===== config.mk =====
export PLATFORM = sky130hd
export DESIGN_NAME = regfile_write_arbiter
export DESIGN_NICKNAME = d
export VERILOG_FILES = /design/src/rtl/regfile_write_arbiter.sv
export SDC_FILE = /design/constraint.sdc
export NUM_CORES = 1
export LEC_CHECK = 0
export BUFFER_PORTS_ARGS = -buffer_cell sky130_fd_sc_hd__buf_2
export CORE_MARGIN = 5
export CORE_UTILIZATION = 43
export CTS_BUF_LIST = sky130_fd_sc_hd__clkbuf_4 sky130_fd_sc_hd__clkbuf_8
export DETAILED_ROUTE_END_ITERATION = 10
export GPL_ROUTABILITY_DRIVEN = 0
export MAX_ROUTING_LAYER = met4
export PLACE_DENSITY = 0.82
export SYNTH_ARGS = -nofsm -noshare
export SYNTH_HDL_FRONTEND = slang
export SYNTH_SLANG_ARGS = --single-unit

===== constraint.sdc =====
create_clock -name clk -period 3.9 [get_ports clk]
set_input_delay 0.78 -clock clk [delete_from_list [all_inputs] [get_ports clk]]
set_output_delay 0.78 -clock clk [all_outputs]
set_load 0.005 [all_outputs]

===== src/rtl/regfile_write_arbiter.sv =====
// Four-requester round-robin write arbiter in front of a 16-entry register file.
// A grant takes one WRITE cycle, so a new grant can be issued at most every other cycle.
module regfile_write_arbiter #(
    parameter int DATA_W     = 32,
    parameter bit PROTECT_R0 = 1'b0
) (
    input  logic              clk,
    input  logic              clr,
    input  logic [3:0]        req,
    input  logic [3:0]        addr0,
    input  logic [3:0]        addr1,
    input  logic [3:0]        addr2,
    input  logic [3:0]        addr3,
    input  logic [DATA_W-1:0] data0,
    input  logic [DATA_W-1:0] data1,
    input  logic [DATA_W-1:0] data2,
    input  logic [DATA_W-1:0] data3,
    input  logic              stall,
    output logic [3:0]        ack,
    output logic [15:0]       wr_en,
    output logic [DATA_W-1:0] wr_data,
    output logic              busy,
    output logic [15:0]       wr_count
);

    localparam logic [0:0] IDLE  = 1'b0;
    localparam logic [0:0] WRITE = 1'b1;

    logic [0:0]        r_state;
    logic [1:0]        r_ptr;
    logic [3:0]        r_ack;
    logic [15:0]       r_wrEn;
    logic [DATA_W-1:0] r_wrData;
    logic              r_busy;
    logic [15:0]       r_wrCount;

    logic              w_found;
    logic [1:0]        w_winner;
    logic [1:0]        w_idx;
    logic [3:0]        w_addr;
    logic [DATA_W-1:0] w_data;
    logic              w_grant;
    logic              w_blockR0;

    // Search starts at the pointer and wraps, so the first set request after ptr wins.
    always_comb begin
        w_found  = 1'b0;
        w_winner = 2'd0;
        w_idx    = 2'd0;
        for (int k = 0; k < 4; k++) begin
            w_idx = r_ptr + 2'(k);
            if (!w_found && req[w_idx]) begin
                w_found  = 1'b1;
                w_winner = w_idx;
            end
        end
    end

    always_comb begin
        w_addr = addr0;
        w_data = data0;
        case (w_winner)
            2'd0: begin w_addr = addr0; w_data = data0; end
            2'd1: begin w_addr = addr1; w_data = data1; end
            2'd2: begin w_addr = addr2; w_data = data2; end
            default: begin w_addr = addr3; w_data = data3; end
        endcase
    end

    assign w_grant   = (r_state == IDLE) && !stall && w_found;
    assign w_blockR0 = PROTECT_R0 && (w_addr == 4'd0);

    // Write data deliberately holds after the WRITE cycle; only enables and ack drop.
    always_ff @(posedge clk) begin
        if (clr) begin
            r_state   <= IDLE;
            r_ptr     <= 2'd0;
            r_ack     <= 4'b0000;
            r_wrEn    <= 16'h0000;
            r_wrData  <= '0;
            r_busy    <= 1'b0;
            r_wrCount <= 16'h0000;
        end else begin
            case (r_state)
                IDLE: begin
                    if (w_grant) begin
                        r_ack     <= 4'b0001 << w_winner;
                        r_wrEn    <= w_blockR0 ? 16'h0000 : (16'h0001 << w_addr);
                        r_wrData  <= w_data;
                        r_busy    <= 1'b1;
                        r_ptr     <= w_winner + 2'd1;
                        r_wrCount <= r_wrCount + 16'd1;
                        r_state   <= WRITE;
                    end else begin
                        r_ack  <= 4'b0000;
                        r_wrEn <= 16'h0000;
                        r_busy <= 1'b0;
                    end
                end
                default: begin
                    r_ack   <= 4'b0000;
                    r_wrEn  <= 16'h0000;
                    r_busy  <= 1'b0;
                    r_state <= IDLE;
                end
            endcase
        end
    end

    assign ack      = r_ack;
    assign wr_en    = r_wrEn;
    assign wr_data  = r_wrData;
    assign busy     = r_busy;
    assign wr_count = r_wrCount;

endmodule


After elaboration in Yosys (flattened, before gate mapping) --
Index checks and enable logic that the tools add are counted.
Operators by class: add/subtract/negate cells 5, multiply operators 0, div/mod/pow operators 0, magnitude comparators 4, equal/unequal tests 2, shift-type cells 2, muxes and demuxes 19, bitwise logic cells 2, reductions and logical operators 13
Operators by type and width (number):
- $pmux 32 s3 | 1
- $add 16x1->16 const B | 1
- $shl 1x4->16 const A | 1
- $lt 2x3->1 const B | 4
- $pmux 4 s3 | 1
- $mux 1 | 9
- $bmux 1 s2 | 4
- $mux 2 | 4
- $logic_and 1x1->1 | 5
- $add 2x1->2 const B | 2
- $add 2x2->2 const B | 2
- $logic_not 1->1 | 4
- $shl 1x2->4 const A | 1
- $reduce_or 3->1 | 1
- $eq 2x1->1 const B | 1
- $eq 2x2->1 const B | 1
- $logic_not 2->1 | 1
- $not 1->1 | 2
- $reduce_and 2->1 | 1
- $reduce_or 2->1 | 1
Storage, ports and cells: bits in registers 71, bits in latches 0, memory bits (writable) 0, ROM bits 0, bits of input ports 151, output and inout port bits 69, memories kept 0

Depth between registers and ports, before layout --
word-level depth 15, depth in mapped cells 11

Least setup slack after synthesis --
No wires, ideal clock.
path type in2reg, from input req[2], to register r_wrEn[8] (netlist: wr_en[8]), setup time 0.066 ns, arrival 2.933 ns, required time 3.834 ns, path slack 0.901 ns, stages on the path 10, path through inv_1 -> o22ai_1 -> a211oi_1 -> inv_1 -> ha_1 -> clkbuf_1 -> a222oi_1 -> mux2i_1 -> or2_2 -> nor2_1
On the way: longest elaborated chain between the ends 15, elaborated cells between the ends (all ways) 30, classes of those cells eq/ne: 2; shift: 1; mux: 17; bitwise: 1; reduce/logical: 9
RTL lines:
- start: declaration | RTL line 9 | input logic [3:0] req,
- $bmux 1 s2 | RTL line 52 | if (!w_found && req[w_idx]) begin
- $mux 1 (not written as such) | RTL line 52
- $mux 1 | RTL line 52
- $logic_not 1->1 | RTL line 52
- $logic_and 1x1->1 | RTL line 52
- $mux 1 | RTL line 52
- $logic_not 1->1 | RTL line 52
- $logic_and 1x1->1 | RTL line 52
- $mux 1 | RTL line 52
- $logic_not 1->1 | RTL line 52
- $logic_and 1x1->1 | RTL line 52
- $mux 2 * | RTL line 52
- net w_winner[0] | RTL line 38 | logic [1:0] w_winner;
- $eq 2x2->1, or another cell as far along | RTL line 62 | case (w_winner)
- $pmux 4 s3 * | RTL line 62
- $shl 1x4->16 * | RTL line 88 | r_wrEn <= w_blockR0 ? 16'h0000 : (16'h0001 << w_addr);
- end signal: assignment | RTL line 88
- end: declaration | RTL line 32 | logic [15:0] r_wrEn;
The timed path passes the listed nets; every way through them passes the cells marked *. The select of a mux whose other input is x is not followed. A chain may end at the register's enable or synchronous reset.

Worst setup path after layout --
from input req[0], to register r_wrEn[8] (netlist: wr_en[8])
On the way: longest elaborated chain between the ends 15, elaborated cells between the ends (all ways) 30, classes of those cells eq/ne: 2; shift: 1; mux: 17; bitwise: 1; reduce/logical: 9
RTL lines (RTL line):
- $bmux 1 s2 | 52
- $mux 1 (not written as such) | 52
- $mux 1 | 52
- $logic_not 1->1 | 52
- $logic_and 1x1->1 | 52
- $mux 1 | 52
- $logic_not 1->1 | 52
- $logic_and 1x1->1 | 52
- $mux 1 | 52
- $logic_not 1->1 | 52
- $logic_and 1x1->1 | 52
- $mux 2 / $mux 1 (equally long branches) | 52
- $eq 2x2->1, or another cell as far along | 62
- $pmux 4 s3 / $not 1->1 (equally long branches)
- $shl 1x4->16 / $reduce_or 3->1 (equally long branches)
Several ways; a longest one is shown, not always the timed one. The select of a mux whose other input is x is not followed.

==> qor.tcl <==
set qor(outcome) {finished, final reports clean}
set qor(clock-root-buffer) {clkbuf_8}
set qor(worstSetupPathType) {primary input to flop}
set qor(initialDrtViolationCount) 309
set qor(top_cell_type_s_share_of_synthesized_area_pct) 42.9
set qor(vias) 4075
set qor(skew_ns) 0.00914
set qor(synth_top_family_by_area) {compound AO/OA/AOI/OAI gates}
set qor(post_synthesis_cell_type_with_the_largest_combined_area) {dfxtp_1}
set qor(leading_cell_types_by_total_area_after_synthesis) {dfxtp_1 43%, a222oi_1 11%, nand2_1 8.5%, o22ai_1 6.4%, o21ai_0 5.4%}
set qor(first_pass_grt_wire_length_um) 18700
set qor(worst_r2r_startpoint) {r_ptr[0]}
set qor(layout.cells.most_common) {buf_2}
set qor(clkTransAtPathRegs_ns) 0.07
set qor(syn-instance-count) 404
set qor(timing.critical_path.fanout_max) 16
set qor(synth_area_per_cell_um2) 8.21
set qor(number_of_antenna_violations_at_the_first_check_in_global_routing) 2
set qor(utilization_pct) 61.6
set qor(boundaryPins) 220
set qor(ant_nets) 0
set qor(placement_rows) 32
set qor(cts_tree) {yes}
set qor(finalWorstPathRequiredPeriod_ns) 3.01
set qor(critPathRequiredTime_ns) 4.17
set qor(vias_per_cell) 5.66
set qor(detail_route.wl_per_cell_um) 17.0
set qor(final.period_utilization_pct) 77.1
set qor(grt_busiest_layer) {met2}
set qor(ir_worst_vdd_mv) 0.190
set qor(port-buffer-count) 219
set qor(hold_path.startpoint) {wr_data[12]}
set qor(number_of_enable_type_register_cells_in_the_synthesized_netlist) 0
set qor(worstRegToRegCells) 9
set qor(switching_power_uw) 587
set qor(die_height_um) 97.8
set qor(synth.area.mux_share_pct) 1.58
set qor(grtUsageMet2_pct) 40.9
set qor(groute.usage.overall_pct) 24.7
set qor(grt-ovfl-total) 0
set qor(fmax_mhz) 333
set qor(place_hpwl_um) 9490
set qor(final_layout_setup_total_negative_slack_ns) 0
set qor(synth-xor-area-share_pct) 2.11
set qor(timing.critical_path.arrival_ns) 3.27
set qor(nNetsFinal) 767
set qor(mostFrequentLayoutCells) {219 x buf_2, 75 x nand2_1, 71 x dfxtp_1}
set qor(mappedNetlistNets) 560
set qor(synth.yosys.warnings) 0
set qor(rsz_0062_raised_after_global_routing) {false}
set qor(pwr-share-clk_pct) 30.8
set qor(cts_setup_buffers) 0
set qor(final_max_tran_viols) 0
set qor(pin_count_of_the_biggest_net_entering_global_routing) 42
set qor(final_wirelength_um) 12200
set qor(intPower_uw) 1300
set qor(synthesis.area_mm2) 0.00332
set qor(worst_r2r_endpoint) {wr_en[8]}
set qor(r2r_setup_slack_ns) 1.03
set qor(power_density_mw_per_mm2) 402
set qor(p_comb_share_pct) 26.8
set qor(finalHoldViolations) 0
set qor(seq_power_share_pct) 42.5
set qor(ffs_latches_synth) 71
set qor(clock_insertion_delay_worst_skew_ns) 0.34
set qor(area_fraction_in_compound_gates_after_synthesis_pct) 26.1
set qor(worst_setup_path_end_kind) {flop}
set qor(clock-sinks) 71
set qor(chipWidth_um) 97.8
set qor(final.hold.worst_slack_ns) 0.471
set qor(cts_made_buffers) 9
set qor(start_kind) {primary input}
set qor(postSynth.asyncResetShare_pct) 0
set qor(max_slew.worst_pin.slew_ns) 0.723
set qor(drtPass1Iterations) 6
set qor(hold_path_class) {flop to flop}
set qor(post_route_cells_drive_above_1_share_pct) 40.9
set qor(clock_tree.buffer_depth) 2
set qor(drc) 0
set qor(ys.flop_type) {dfxtp_1}
set qor(cts_htree_levels) 3
set qor(design.core.area_mm2) 0.00761
set qor(static-leakage-power_uw) 0.00231
set qor(syn_to_final_growth_pct) 41.3
set qor(post_synth_and_or_nand_nor_area_fraction_pct) 20.3
set qor(worst_hold_path.endpoint) {wr_data[12]}
set qor(first_global_vias) 3877
set qor(ctsResizeCount) 0
set qor(timing.hold.worst_path_depth) 2
set qor(die_outline_area_mm2) 0.00957
set qor(grt_util_met3_pct) 5.79
set qor(synth_cell_types) 40
set qor(cap_violations) 0
set qor(final-setup-viol-count) 0
set qor(synthAdderAreaFrac_pct) 1.89
set qor(slew_headroom_pct) 51.3
set qor(floorplan.initialDensity_pct) 43.6
set qor(hold_fix_buffers_cts) 0
set qor(switching_share_pct) 31.1
set qor(seq_area_frac_synth_pct) 42.9
set qor(globalRouteMet1Util_pct) 28.7
## registers in the layout (all words and copies together), names as in the netlist
register,flops
wr_count,16
r_ptr,2
busy,1
ack,4
wr_data,32
wr_en,16
## stage by stage
stage	setup slack (ns)	total power (uW)	cells	area, um2
finish	0.894	1890	720	4690
global route	0.738	1980	720	4690
CTS	0.961	1890	718	4680
detailed placement	0.587	1310	702	4490
global placement	0.771	1300	702	4490
floorplan	0.901	1100	404	3320
## metal layers
metal | routed length [um] | up-vias
li1 | - | 1926
met1 | 4730 | 1880
met2 | 6000 | 243
met3 | 1160 | 26
met4 | 333 | 0
met5 | 0 | -
## synthesized netlist by cell type, drive strengths merged (4+ instances only)
| cell type | instances |
|---|---|
| nand2 | 75 |
| dfxtp | 71 |
| o21ai | 36 |
| a222oi | 35 |
| o22ai | 34 |
| clkbuf | 30 |
| nor2 | 29 |
| a21oi | 11 |
| nand3 | 9 |
| inv | 8 |
| or3 | 6 |
| ha | 5 |
| xor2 | 5 |
| or4 | 4 |
## layout make-up
class	count	area, um2
Fill cell	699	2920
Multi-Input combinational cell	290	1730
Sequential cell	71	1420
Timing Repair Buffer	229	1170
Clock buffer	10	131
Tap cell	102	128
Clock inverter	6	61.3
Inverter	10	37.5
Antenna cell	2	5.00
## worst max path at each step
stage / from / end / slack [ns] / cells past startpoint
5_1_grt: req[0] / wr_en[8] / 0.74 / 10
3_3_place_gp: req[0] / wr_en[3] / 0.77 / 11
3_5_place_dp: req[0] / wr_en[8] / 0.59 / 10
4_1_cts: req[0] / wr_en[0] / 0.96 / 10
2_1_floorplan: req[2] / wr_en[8] / 0.90 / 10
6_report: req[0] / wr_en[8] / 0.89 / 10
## worst max-delay path, cell delays in order
cell and delay [ns]:
buf_2 0.12, nand2b_1 0.08, nor2b_1 0.14, o22ai_1 0.40, inv_1 0.14, ha_1 0.44
a222oi_1 0.46, mux2i_1 0.23, or2_2 0.37, nor2_1 0.11
## cell families after synthesis
logic type,count (synthesis)
AO/OA/AOI/OAI,125
XOR/XNOR,8
adder cells (fa/ha/maj),5
buffers and inverters,43
flip-flops,71
multiplexers,5
AND/OR/NAND/NOR,147
## power by group through the flow
stage          registers (uW)  logic (uW)  clock network [uW]
4_1_cts                   801         499                 588
5_1_grt                   806         556                 623
3_3_place_gp              814         486                   0
3_5_place_dp              816         497                   0
6_report                  801         505                 580
2_1_floorplan             817         287                   0
Power figures use the tool's default switching activity.
